===== src/rtl/fpu_mul_sched_pkg.sv =====
// ----------------------------------------------------------------------------
// fpu_mul_sched_pkg
// Shared definitions for the two-port FP32 multiply scheduler: FP32 field
// widths, exponent bias, special-value patterns and the port identifier type.
// No ports (package).
// ----------------------------------------------------------------------------
package fpu_mul_sched_pkg;

   localparam int FP_W   = 32;
   localparam int EXP_W  = 8;
   localparam int FRAC_W = 23;
   localparam int MANT_W = FRAC_W + 1;     // fraction plus the hidden one
   localparam int PROD_W = 2 * MANT_W;     // full mantissa product width
   localparam int BIAS   = 127;

   localparam logic [EXP_W-1:0] EXP_ZERO = 8'h00;
   localparam logic [EXP_W-1:0] EXP_MAX  = 8'hFF;
   localparam logic [FP_W-1:0]  FP_INF   = 32'h7F80_0000;
   localparam logic [FP_W-1:0]  FP_ZERO  = 32'h0000_0000;

   // Identifies which requester port an operation belongs to
   typedef logic port_id_t;
   localparam port_id_t PORT0 = 1'b0;
   localparam port_id_t PORT1 = 1'b1;

   // Biased exponent field of an FP32 word
   function automatic logic [EXP_W-1:0] fp_exp(input logic [FP_W-1:0] v);
      return v[FP_W-2 -: EXP_W];
   endfunction

endpackage


===== src/rtl/fpu_mul_sched_if.sv =====
// ----------------------------------------------------------------------------
// fpu_mul_sched_if
// Bundle of the two request ports, the two response ports and the busy flag.
//   master : requester side (drives reqN_valid/srca/srcb/tag, sees the rest)
//   slave  : scheduler side (drives reqN_ready, rspN_*, busy)
// Parameter TAGW : width of the requester tag.
// ----------------------------------------------------------------------------
interface fpu_mul_sched_if
   import fpu_mul_sched_pkg::*;
#(
   parameter int TAGW = 4
);

   logic             req0_valid;
   logic             req0_ready;
   logic [FP_W-1:0]  req0_srca;
   logic [FP_W-1:0]  req0_srcb;
   logic [TAGW-1:0]  req0_tag;

   logic             req1_valid;
   logic             req1_ready;
   logic [FP_W-1:0]  req1_srca;
   logic [FP_W-1:0]  req1_srcb;
   logic [TAGW-1:0]  req1_tag;

   logic             rsp0_valid;
   logic [FP_W-1:0]  rsp0_dst;
   logic [TAGW-1:0]  rsp0_tag;

   logic             rsp1_valid;
   logic [FP_W-1:0]  rsp1_dst;
   logic [TAGW-1:0]  rsp1_tag;

   logic             busy;

   modport master (
      output req0_valid, req0_srca, req0_srcb, req0_tag,
      output req1_valid, req1_srca, req1_srcb, req1_tag,
      input  req0_ready, req1_ready,
      input  rsp0_valid, rsp0_dst, rsp0_tag,
      input  rsp1_valid, rsp1_dst, rsp1_tag,
      input  busy
   );

   modport slave (
      input  req0_valid, req0_srca, req0_srcb, req0_tag,
      input  req1_valid, req1_srca, req1_srcb, req1_tag,
      output req0_ready, req1_ready,
      output rsp0_valid, rsp0_dst, rsp0_tag,
      output rsp1_valid, rsp1_dst, rsp1_tag,
      output busy
   );

endinterface


===== src/rtl/fpu_mul_core.sv =====
// ----------------------------------------------------------------------------
// fpu_mul_core
// Combinational FP32 multiply with truncated fraction and flush-to-zero.
//   srca, srcb : FP32 operands
//   dst        : FP32 product (zero on underflow or zero-exponent input,
//                signed infinity on overflow or max-exponent input)
// ----------------------------------------------------------------------------
module fpu_mul_core
   import fpu_mul_sched_pkg::*;
(
   input  logic [FP_W-1:0] srca,
   input  logic [FP_W-1:0] srcb,
   output logic [FP_W-1:0] dst
);

   localparam logic signed [9:0] BIAS_S    = 10'(BIAS);
   localparam logic signed [9:0] BIAS_M1_S = 10'(BIAS - 1);

   logic                    sign_s;
   logic [EXP_W-1:0]        ea_s;
   logic [EXP_W-1:0]        eb_s;
   logic [PROD_W-1:0]       prod_s;
   logic [FRAC_W-1:0]       frac_s;
   logic signed [9:0]       exp_s;

   // Mantissa product, normalisation by one position, and special-case select
   always_comb begin
      sign_s = srca[FP_W-1] ^ srcb[FP_W-1];
      ea_s   = fp_exp(srca);
      eb_s   = fp_exp(srcb);
      prod_s = PROD_W'({1'b1, srca[FRAC_W-1:0]}) * PROD_W'({1'b1, srcb[FRAC_W-1:0]});
      // Product of two [1,2) mantissas lies in [1,4): the top bit picks the shift
      if (prod_s[PROD_W-1]) begin
         frac_s = FRAC_W'(prod_s >> MANT_W);
         exp_s  = $signed({2'b00, ea_s}) + $signed({2'b00, eb_s}) - BIAS_M1_S;
      end else begin
         frac_s = FRAC_W'(prod_s >> FRAC_W);
         exp_s  = $signed({2'b00, ea_s}) + $signed({2'b00, eb_s}) - BIAS_S;
      end
      // Zero classification takes priority over infinity
      if ((ea_s == EXP_ZERO) || (eb_s == EXP_ZERO) || (exp_s <= 10'sd0)) begin
         dst = FP_ZERO;
      end else if ((ea_s == EXP_MAX) || (eb_s == EXP_MAX) || (exp_s >= 10'sd255)) begin
         dst = {sign_s, FP_INF[FP_W-2:0]};
      end else begin
         dst = {sign_s, exp_s[EXP_W-1:0], frac_s};
      end
   end

endmodule


===== src/rtl/fpu_mul_sched.sv =====
// ----------------------------------------------------------------------------
// fpu_mul_sched
// Two requester ports share one FP32 multiplier. One operation issues per
// cycle, round-robin under contention; each result returns on its own port
// exactly LATENCY cycles after issue, with no backpressure.
//   clk   : clock, rising edge
//   reset : synchronous active-high reset
//   bus   : fpu_mul_sched_if.slave (req0/req1 handshakes, rsp0/rsp1, busy)
// Parameters: LATENCY (2..8) issue-to-response cycles, TAGW tag width.
// ----------------------------------------------------------------------------
module fpu_mul_sched
   import fpu_mul_sched_pkg::*;
#(
   parameter int LATENCY = 3,
   parameter int TAGW    = 4
)
(
   input  logic            clk,
   input  logic            reset,
   fpu_mul_sched_if.slave  bus
);

   // Stages between the operand register and the response register
   localparam int PIPE_D = (LATENCY > 2) ? LATENCY - 2 : 1;

   port_id_t          last_grant_r;
   logic              grant0_s;
   logic              grant1_s;
   logic              issue_s;

   logic              iss_valid_r;
   port_id_t          iss_port_r;
   logic [TAGW-1:0]   iss_tag_r;
   logic [FP_W-1:0]   iss_srca_r;
   logic [FP_W-1:0]   iss_srcb_r;
   logic [FP_W-1:0]   core_dst_s;

   logic              tail_valid_s;
   port_id_t          tail_port_s;
   logic [TAGW-1:0]   tail_tag_s;
   logic [FP_W-1:0]   tail_dst_s;
   logic              pipe_busy_s;

   logic              rsp0_valid_r;
   logic [FP_W-1:0]   rsp0_dst_r;
   logic [TAGW-1:0]   rsp0_tag_r;
   logic              rsp1_valid_r;
   logic [FP_W-1:0]   rsp1_dst_r;
   logic [TAGW-1:0]   rsp1_tag_r;

   // Arbitration: lone requester wins, contention goes to the port not granted last
   always_comb begin
      grant0_s = 1'b0;
      grant1_s = 1'b0;
      if (reset) begin
         grant0_s = 1'b0;
         grant1_s = 1'b0;
      end else if (bus.req0_valid && bus.req1_valid) begin
         grant0_s = (last_grant_r == PORT1);
         grant1_s = (last_grant_r == PORT0);
      end else begin
         grant0_s = bus.req0_valid;
         grant1_s = bus.req1_valid;
      end
   end

   assign issue_s        = grant0_s | grant1_s;
   assign bus.req0_ready = grant0_s;
   assign bus.req1_ready = grant1_s;

   // Last-grant pointer, moved on every grant
   always_ff @(posedge clk) begin
      if (reset) begin
         last_grant_r <= PORT1;
      end else if (issue_s) begin
         last_grant_r <= grant1_s ? PORT1 : PORT0;
      end
   end

   // Operand register: first in-flight stage
   always_ff @(posedge clk) begin
      if (reset) begin
         iss_valid_r <= 1'b0;
         iss_port_r  <= PORT0;
         iss_tag_r   <= {TAGW{1'b0}};
         iss_srca_r  <= 32'h0000_0000;
         iss_srcb_r  <= 32'h0000_0000;
      end else begin
         iss_valid_r <= issue_s;
         if (issue_s) begin
            iss_port_r <= grant1_s ? PORT1 : PORT0;
            iss_tag_r  <= grant1_s ? bus.req1_tag  : bus.req0_tag;
            iss_srca_r <= grant1_s ? bus.req1_srca : bus.req0_srca;
            iss_srcb_r <= grant1_s ? bus.req1_srcb : bus.req0_srcb;
         end
      end
   end

   fpu_mul_core u_core (
      .srca (iss_srca_r),
      .srcb (iss_srcb_r),
      .dst  (core_dst_s)
   );

   if (LATENCY > 2) begin : g_pipe
      logic            pipe_valid_r [PIPE_D];
      port_id_t        pipe_port_r  [PIPE_D];
      logic [TAGW-1:0] pipe_tag_r   [PIPE_D];
      logic [FP_W-1:0] pipe_dst_r   [PIPE_D];

      // Result shift chain; never stalls
      always_ff @(posedge clk) begin
         if (reset) begin
            for (int k = 0; k < PIPE_D; k++) begin
               pipe_valid_r[k] <= 1'b0;
               pipe_port_r[k]  <= PORT0;
               pipe_tag_r[k]   <= {TAGW{1'b0}};
               pipe_dst_r[k]   <= 32'h0000_0000;
            end
         end else begin
            pipe_valid_r[0] <= iss_valid_r;
            pipe_port_r[0]  <= iss_port_r;
            pipe_tag_r[0]   <= iss_tag_r;
            pipe_dst_r[0]   <= core_dst_s;
            for (int k = 1; k < PIPE_D; k++) begin
               pipe_valid_r[k] <= pipe_valid_r[k-1];
               pipe_port_r[k]  <= pipe_port_r[k-1];
               pipe_tag_r[k]   <= pipe_tag_r[k-1];
               pipe_dst_r[k]   <= pipe_dst_r[k-1];
            end
         end
      end

      // Any valid entry in the result chain
      always_comb begin
         pipe_busy_s = 1'b0;
         for (int k = 0; k < PIPE_D; k++) begin
            pipe_busy_s = pipe_busy_s | pipe_valid_r[k];
         end
      end

      assign tail_valid_s = pipe_valid_r[PIPE_D-1];
      assign tail_port_s  = pipe_port_r[PIPE_D-1];
      assign tail_tag_s   = pipe_tag_r[PIPE_D-1];
      assign tail_dst_s   = pipe_dst_r[PIPE_D-1];
   end else begin : g_direct
      assign tail_valid_s = iss_valid_r;
      assign tail_port_s  = iss_port_r;
      assign tail_tag_s   = iss_tag_r;
      assign tail_dst_s   = core_dst_s;
      assign pipe_busy_s  = 1'b0;
   end

   // Response registers: the final chain stage, split per port; data holds between pulses
   always_ff @(posedge clk) begin
      if (reset) begin
         rsp0_valid_r <= 1'b0;
         rsp0_dst_r   <= 32'h0000_0000;
         rsp0_tag_r   <= {TAGW{1'b0}};
         rsp1_valid_r <= 1'b0;
         rsp1_dst_r   <= 32'h0000_0000;
         rsp1_tag_r   <= {TAGW{1'b0}};
      end else begin
         rsp0_valid_r <= tail_valid_s && (tail_port_s == PORT0);
         rsp1_valid_r <= tail_valid_s && (tail_port_s == PORT1);
         if (tail_valid_s && (tail_port_s == PORT0)) begin
            rsp0_dst_r <= tail_dst_s;
            rsp0_tag_r <= tail_tag_s;
         end
         if (tail_valid_s && (tail_port_s == PORT1)) begin
            rsp1_dst_r <= tail_dst_s;
            rsp1_tag_r <= tail_tag_s;
         end
      end
   end

   assign bus.rsp0_valid = rsp0_valid_r;
   assign bus.rsp0_dst   = rsp0_dst_r;
   assign bus.rsp0_tag   = rsp0_tag_r;
   assign bus.rsp1_valid = rsp1_valid_r;
   assign bus.rsp1_dst   = rsp1_dst_r;
   assign bus.rsp1_tag   = rsp1_tag_r;
   assign bus.busy       = iss_valid_r | pipe_busy_s | rsp0_valid_r | rsp1_valid_r;

endmodule


===== src/flat_wrapper.sv =====
// flat-port wrapper written by rule: the top's interface ports become plain ports
module fpu_mul_sched_flat import fpu_mul_sched_pkg::*;
#(
   parameter int LATENCY = 3,
   parameter int TAGW    = 4
)
  (clk, reset, bus_req0_valid, bus_req0_srca, bus_req0_srcb, bus_req0_tag, bus_req1_valid, bus_req1_srca, bus_req1_srcb, bus_req1_tag, bus_req0_ready, bus_req1_ready, bus_rsp0_valid, bus_rsp0_dst, bus_rsp0_tag, bus_rsp1_valid, bus_rsp1_dst, bus_rsp1_tag, bus_busy);
  fpu_mul_sched_if #(.TAGW(TAGW)) bus_i ();
  input  logic clk;
  input  logic reset;
  input wire logic [$bits(bus_i.req0_valid)-1:0] bus_req0_valid;
  input wire logic [$bits(bus_i.req0_srca)-1:0] bus_req0_srca;
  input wire logic [$bits(bus_i.req0_srcb)-1:0] bus_req0_srcb;
  input wire logic [$bits(bus_i.req0_tag)-1:0] bus_req0_tag;
  input wire logic [$bits(bus_i.req1_valid)-1:0] bus_req1_valid;
  input wire logic [$bits(bus_i.req1_srca)-1:0] bus_req1_srca;
  input wire logic [$bits(bus_i.req1_srcb)-1:0] bus_req1_srcb;
  input wire logic [$bits(bus_i.req1_tag)-1:0] bus_req1_tag;
  output wire logic [$bits(bus_i.req0_ready)-1:0] bus_req0_ready;
  output wire logic [$bits(bus_i.req1_ready)-1:0] bus_req1_ready;
  output wire logic [$bits(bus_i.rsp0_valid)-1:0] bus_rsp0_valid;
  output wire logic [$bits(bus_i.rsp0_dst)-1:0] bus_rsp0_dst;
  output wire logic [$bits(bus_i.rsp0_tag)-1:0] bus_rsp0_tag;
  output wire logic [$bits(bus_i.rsp1_valid)-1:0] bus_rsp1_valid;
  output wire logic [$bits(bus_i.rsp1_dst)-1:0] bus_rsp1_dst;
  output wire logic [$bits(bus_i.rsp1_tag)-1:0] bus_rsp1_tag;
  output wire logic [$bits(bus_i.busy)-1:0] bus_busy;
  assign bus_i.req0_valid = bus_req0_valid;
  assign bus_i.req0_srca = bus_req0_srca;
  assign bus_i.req0_srcb = bus_req0_srcb;
  assign bus_i.req0_tag = bus_req0_tag;
  assign bus_i.req1_valid = bus_req1_valid;
  assign bus_i.req1_srca = bus_req1_srca;
  assign bus_i.req1_srcb = bus_req1_srcb;
  assign bus_i.req1_tag = bus_req1_tag;
  assign bus_req0_ready = bus_i.req0_ready;
  assign bus_req1_ready = bus_i.req1_ready;
  assign bus_rsp0_valid = bus_i.rsp0_valid;
  assign bus_rsp0_dst = bus_i.rsp0_dst;
  assign bus_rsp0_tag = bus_i.rsp0_tag;
  assign bus_rsp1_valid = bus_i.rsp1_valid;
  assign bus_rsp1_dst = bus_i.rsp1_dst;
  assign bus_rsp1_tag = bus_i.rsp1_tag;
  assign bus_busy = bus_i.busy;
  fpu_mul_sched #(.LATENCY(LATENCY), .TAGW(TAGW)) u_core (.clk(clk), .reset(reset), .bus(bus_i));
endmodule

===== config.mk =====
export PLATFORM = sky130hd
export DESIGN_NAME = fpu_mul_sched_flat
export DESIGN_NICKNAME = d
export VERILOG_FILES = /design/src/rtl/fpu_mul_sched_pkg.sv /design/src/rtl/fpu_mul_sched_if.sv /design/src/rtl/fpu_mul_core.sv /design/src/rtl/fpu_mul_sched.sv /design/src/flat_wrapper.sv
export SDC_FILE = /design/constraint.sdc
export NUM_CORES = 2
export LEC_CHECK = 0
export CORE_UTILIZATION = 55
export CTS_CLUSTER_DIAMETER = 50
export DETAILED_ROUTE_END_ITERATION = 12
export PLACE_DENSITY_LB_ADDON = 0.1
export SYNTH_ARGS = -nofsm -noshare
export SYNTH_HDL_FRONTEND = slang
export SYNTH_SLANG_ARGS = --single-unit

===== constraint.sdc =====
create_clock -name clk -period 9.8 [get_ports clk]
set_input_delay 1.96 -clock clk [delete_from_list [all_inputs] [get_ports clk]]
set_output_delay 1.96 -clock clk [all_outputs]
set_load 0.05 [all_outputs]

==> parameters.txt <==
Parameter                              Value

Floorplan
  Total core area    46700 sq um
  Floorplan die width    220 um
  Initial Util    55.9%
  Die footprint    48300 sq um
  Top-level I/O count    217
  Height of the die    220 um
  Std-Cell Rows    79

Placed design
  Gp weighted congestion    0.966
  Half-perimeter wire length of the detailed placement result    61200 um
  Count of input and output buffers    216
  Post-Place Setup Slack    0.858 ns
  Instance area at placement    28800 sq um

Clock network
  Buffer type at the clock tree root    clkbuf_16
  CTS tree    built
  Post-CTS sizing    0
  Quantity of hold-fixing buffers added after cts    0
  Number of sinks on the clock net    183
  Clock insertion delay at the later pin of the skew report    0.49 ns
  CTS H-tree lvls    4
  Post-CTS setup buffers    0
  Worst-path clk slew    0.08 ns
  CTS Buf Count    17
  Maximum buffer depth of the clock tree    2

Hold path
  Min-delay worst type    flop to flop
  Startpoint of the most critical hold path    u_core.g_pipe.pipe_dst_r[0][6]$_SDFF_PP0_
  Worst hold stages    2
  Hold endpoint    u_core.bus.rsp1_dst[6]$_SDFFE_PP0P_

Worst setup path
  Worst Setup Start Kind    flop
  Register-to-register setup slack    0.76 ns
  Arr. time, crit path    9.38 ns
  Category of the worst setup path capture point    flop
  Capturing point of the worst reg2reg path    u_core.g_pipe.pipe_dst_r[0][10]$_SDFF_PP0_
  Cell with the most instances on the worst path    fa_1
  Maximum single-stage delay on the critical path    1.10 ns
  Class of the most critical setup path    flop to flop
  Slowest cell on the critical path    dfxtp_1
  Maximum fanout along the worst path    21
  R2R Path Start    u_core.iss_srcb_r[12]$_SDFFE_PP0P_
  Worst reg2reg path depth    26
  Required time of the worst setup path    10.14 ns

Layout
  Share of final-layout standard cells stronger than drive strength 1    4.44%
  Ant diodes    0
  Final layout net count    3895
  Cell area after layout    29500 sq um
  Signed area change from the synthesized netlist to the final layout    13.1%

Route
  Routed wire length    76800 um
  Average wire per standard cell    20.7 um
  Number of violations reported at the end of detailed-routing iteration 0    1602
  Number of routed nets with antenna violations    0
  Number of detailed-route iterations in the first pass    9
  Average via count per standard cell    5.53
  Vias after detailed routing    20500
  Final routed DRC violation total    24

Global routing
  Global-route wire length before repair    119000 um
  Maximum number of pins on one net before global-route repair    87
  Global-route usage over all layers    33.0%
  Initial antenna violation count    0
  Global route total overflow    0
  Via count of the first global-routing pass    21200

Synthesis
  Cell with the most instances after synthesis    inv_1
  Number of warnings issued by yosys    0
  Top-area cell type share of the netlist area    37.0%
  Primary flip-flop cell chosen by synthesis mapping    dfxtp_1
  Nets in the synthesized netlist    3757
  Cell type with the highest aggregate area in the netlist    fa_1
  Unique cell type count in the Yosys netlist    71
  Gate Count Post-Synth    2956
  Largest cells by area after synthesis    fa_1 37%, dfxtp_1 14%, ha_1 8.6%, inv_1 8.2%, nand2_1 6.9%
  Post-Syn Area per Cell    8.82 sq um
  Cell area after technology mapping    26100 sq um
  EDFF count, synth    0
  Synth Register Bits    183
  Async set or reset register ratio after synthesis    0%
  Synth cell count leaders    572 x inv_1, 482 x fa_1, 476 x nand2_1, 217 x and2_1, 183 x dfxtp_1
  Part of the Yosys area used for sequential elements    14.1%

Outcome
  Failing checks    design-rule violations
  Result of the run    finished with violations

STA
  Post-route clock period utilization    92.3%
  Slew at the pin closest to its max-slew limit    1.17 ns
  Crit path time final    9.04 ns
  Setup violation total in the final timing report    0
  Slew margin rel.    22.1%
  Number of hold violations in the final report    0
  Pins over their slew limit    0
  Upper clock frequency limit    111 MHz
  Post-Route Setup TNS    0 ns
  Clock Skew    0.0287 ns
  Final-layout worst hold slack    0.444 ns
  Post-route worst setup slack    0.759 ns
  RSZ-0062 raised after global routing    no

Pwr
  Pleak    0.0137 uW
  IR drop worst, VDD    0.133 mV
  Power Density    126 nW/um^2

Run
  Max capacitance violation total    0
==> cells by family (layout without fill, tap and decap cells) <==
kind of cell / Yosys count / count (layout) / synth area share, %
compound gates: 325 / 325 / 8.17
fa+ha+maj: 661 / 661 / 45.6
buf+inv: 736 / 887 / 10.7
xor+xnor: 41 / 41 / 1.38
mux: 88 / 88 / 3.38
simple gates: 922 / 922 / 16.7
flops: 183 / 183 / 14.1
==> registers in the layout, indices dropped and copies added (netlist names) <==
register / flops
u_core.iss_port_r: 1
u_core.g_pipe.pipe_port_r: 1
u_core.iss_valid_r: 1
u_core.bus.rsp1_tag: 4
u_core.g_pipe.pipe_dst_r: 32
u_core.iss_srca_r: 32
u_core.bus.rsp0_dst: 32
u_core.last_grant_r: 1
u_core.iss_tag_r: 4
u_core.g_pipe.pipe_tag_r: 4
u_core.bus.rsp0_valid: 1
u_core.bus.rsp1_dst: 32
u_core.bus.rsp0_tag: 4
u_core.iss_srcb_r: 32
u_core.bus.rsp1_valid: 1
u_core.g_pipe.pipe_valid_r: 1
==> through the flow <==
stage	cells	utilization, %	power [uW]
CTS	3714	63.2	3680
floorplan	2956	-	2270
global route	3714	63.2	3980
detailed placement	3682	61.8	2920
global placement	3682	61.8	2880
finish	3714	63.2	3700
==> routing by layer <==
metal	wire (um)	up-vias	global-route usage [%]
li1	-	9305	-
met1	31700	10100	44.2
met2	34100	953	50.7
met3	8290	129	10.1
met4	2680	0	11.7
met5	0	-	0
==> worst max-delay path: cells and delay by family (launching register included) <==
| kind | cells | cell delay [ns] |
|---|---|---|
| AND/OR/NAND/NOR | 4 | 0.79 |
| adder cells (fa/ha/maj) | 8 | 3.70 |
| flip-flops | 1 | 1.10 |
| XOR/XNOR | 1 | 0.16 |
| AO/OA/AOI/OAI | 6 | 1.98 |
| buffers and inverters | 7 | 1.14 |
==> layout by cell type, fill, tap and decap left out, types with 3 or more instances in the layout <==
cell,instances
nor3_1,12
clkbuf_16,17
and3_1,4
buf_4,66
clkinv_8,5
and2_1,217
nand2b_1,6
a21oi_1,129
nor2_1,124
a211oi_1,72
nor4_1,5
xor2_1,14
fa_1,482
nor3_2,17
clkdlybuf4s50_1,215
inv_12,3
nand2_1,476
o21bai_1,6
o221ai_1,3
a21o_1,22
o21a_1,5
or2_2,5
or3_1,3
nor2b_1,13
nand3_1,8
mux2i_1,87
o21ai_0,33
a31oi_1,6
inv_1,572
nand4_1,16
dfxtp_1,183
o211ai_1,12
xnor2_1,27
o31ai_1,5
a2111oi_0,3
ha_1,179
==> power by group <==
part,switching [uW],internal (uW)
combinational,1250,800
sequential,108,790
clock,393,355
==> worst max path at each step <==
stage / start / end / depth (start not counted)
finish: u_core.iss_srcb_r[12]$_SDFFE_PP0P_ / u_core.g_pipe.pipe_dst_r[0][10]$_SDFF_PP0_ / 26
global route: u_core.iss_srcb_r[4]$_SDFFE_PP0P_ / u_core.g_pipe.pipe_dst_r[0][0]$_SDFF_PP0_ / 27
CTS: u_core.iss_srcb_r[4]$_SDFFE_PP0P_ / u_core.g_pipe.pipe_dst_r[0][12]$_SDFF_PP0_ / 27
detailed placement: u_core.iss_srcb_r[4]$_SDFFE_PP0P_ / u_core.g_pipe.pipe_dst_r[0][0]$_SDFF_PP0_ / 27
global placement: u_core.iss_srcb_r[4]$_SDFFE_PP0P_ / u_core.g_pipe.pipe_dst_r[0][13]$_SDFF_PP0_ / 27
floorplan: u_core.iss_srca_r[13]$_SDFFE_PP0P_ / u_core.g_pipe.pipe_dst_r[0][17]$_SDFF_PP0_ / 28
==> area by class of cell <==
type                            count  area, sq um
Clock inverter                     15          208
Sequential cell                   183         3660
Clock buffer                       17          425
Fill cell                        4024        17200
Tap cell                          607          759
Timing Repair Buffer              281         2650
Inverter                          574         2150
Multi-Input combinational cell   2037        19600
(Power assumes the default switching activity.)
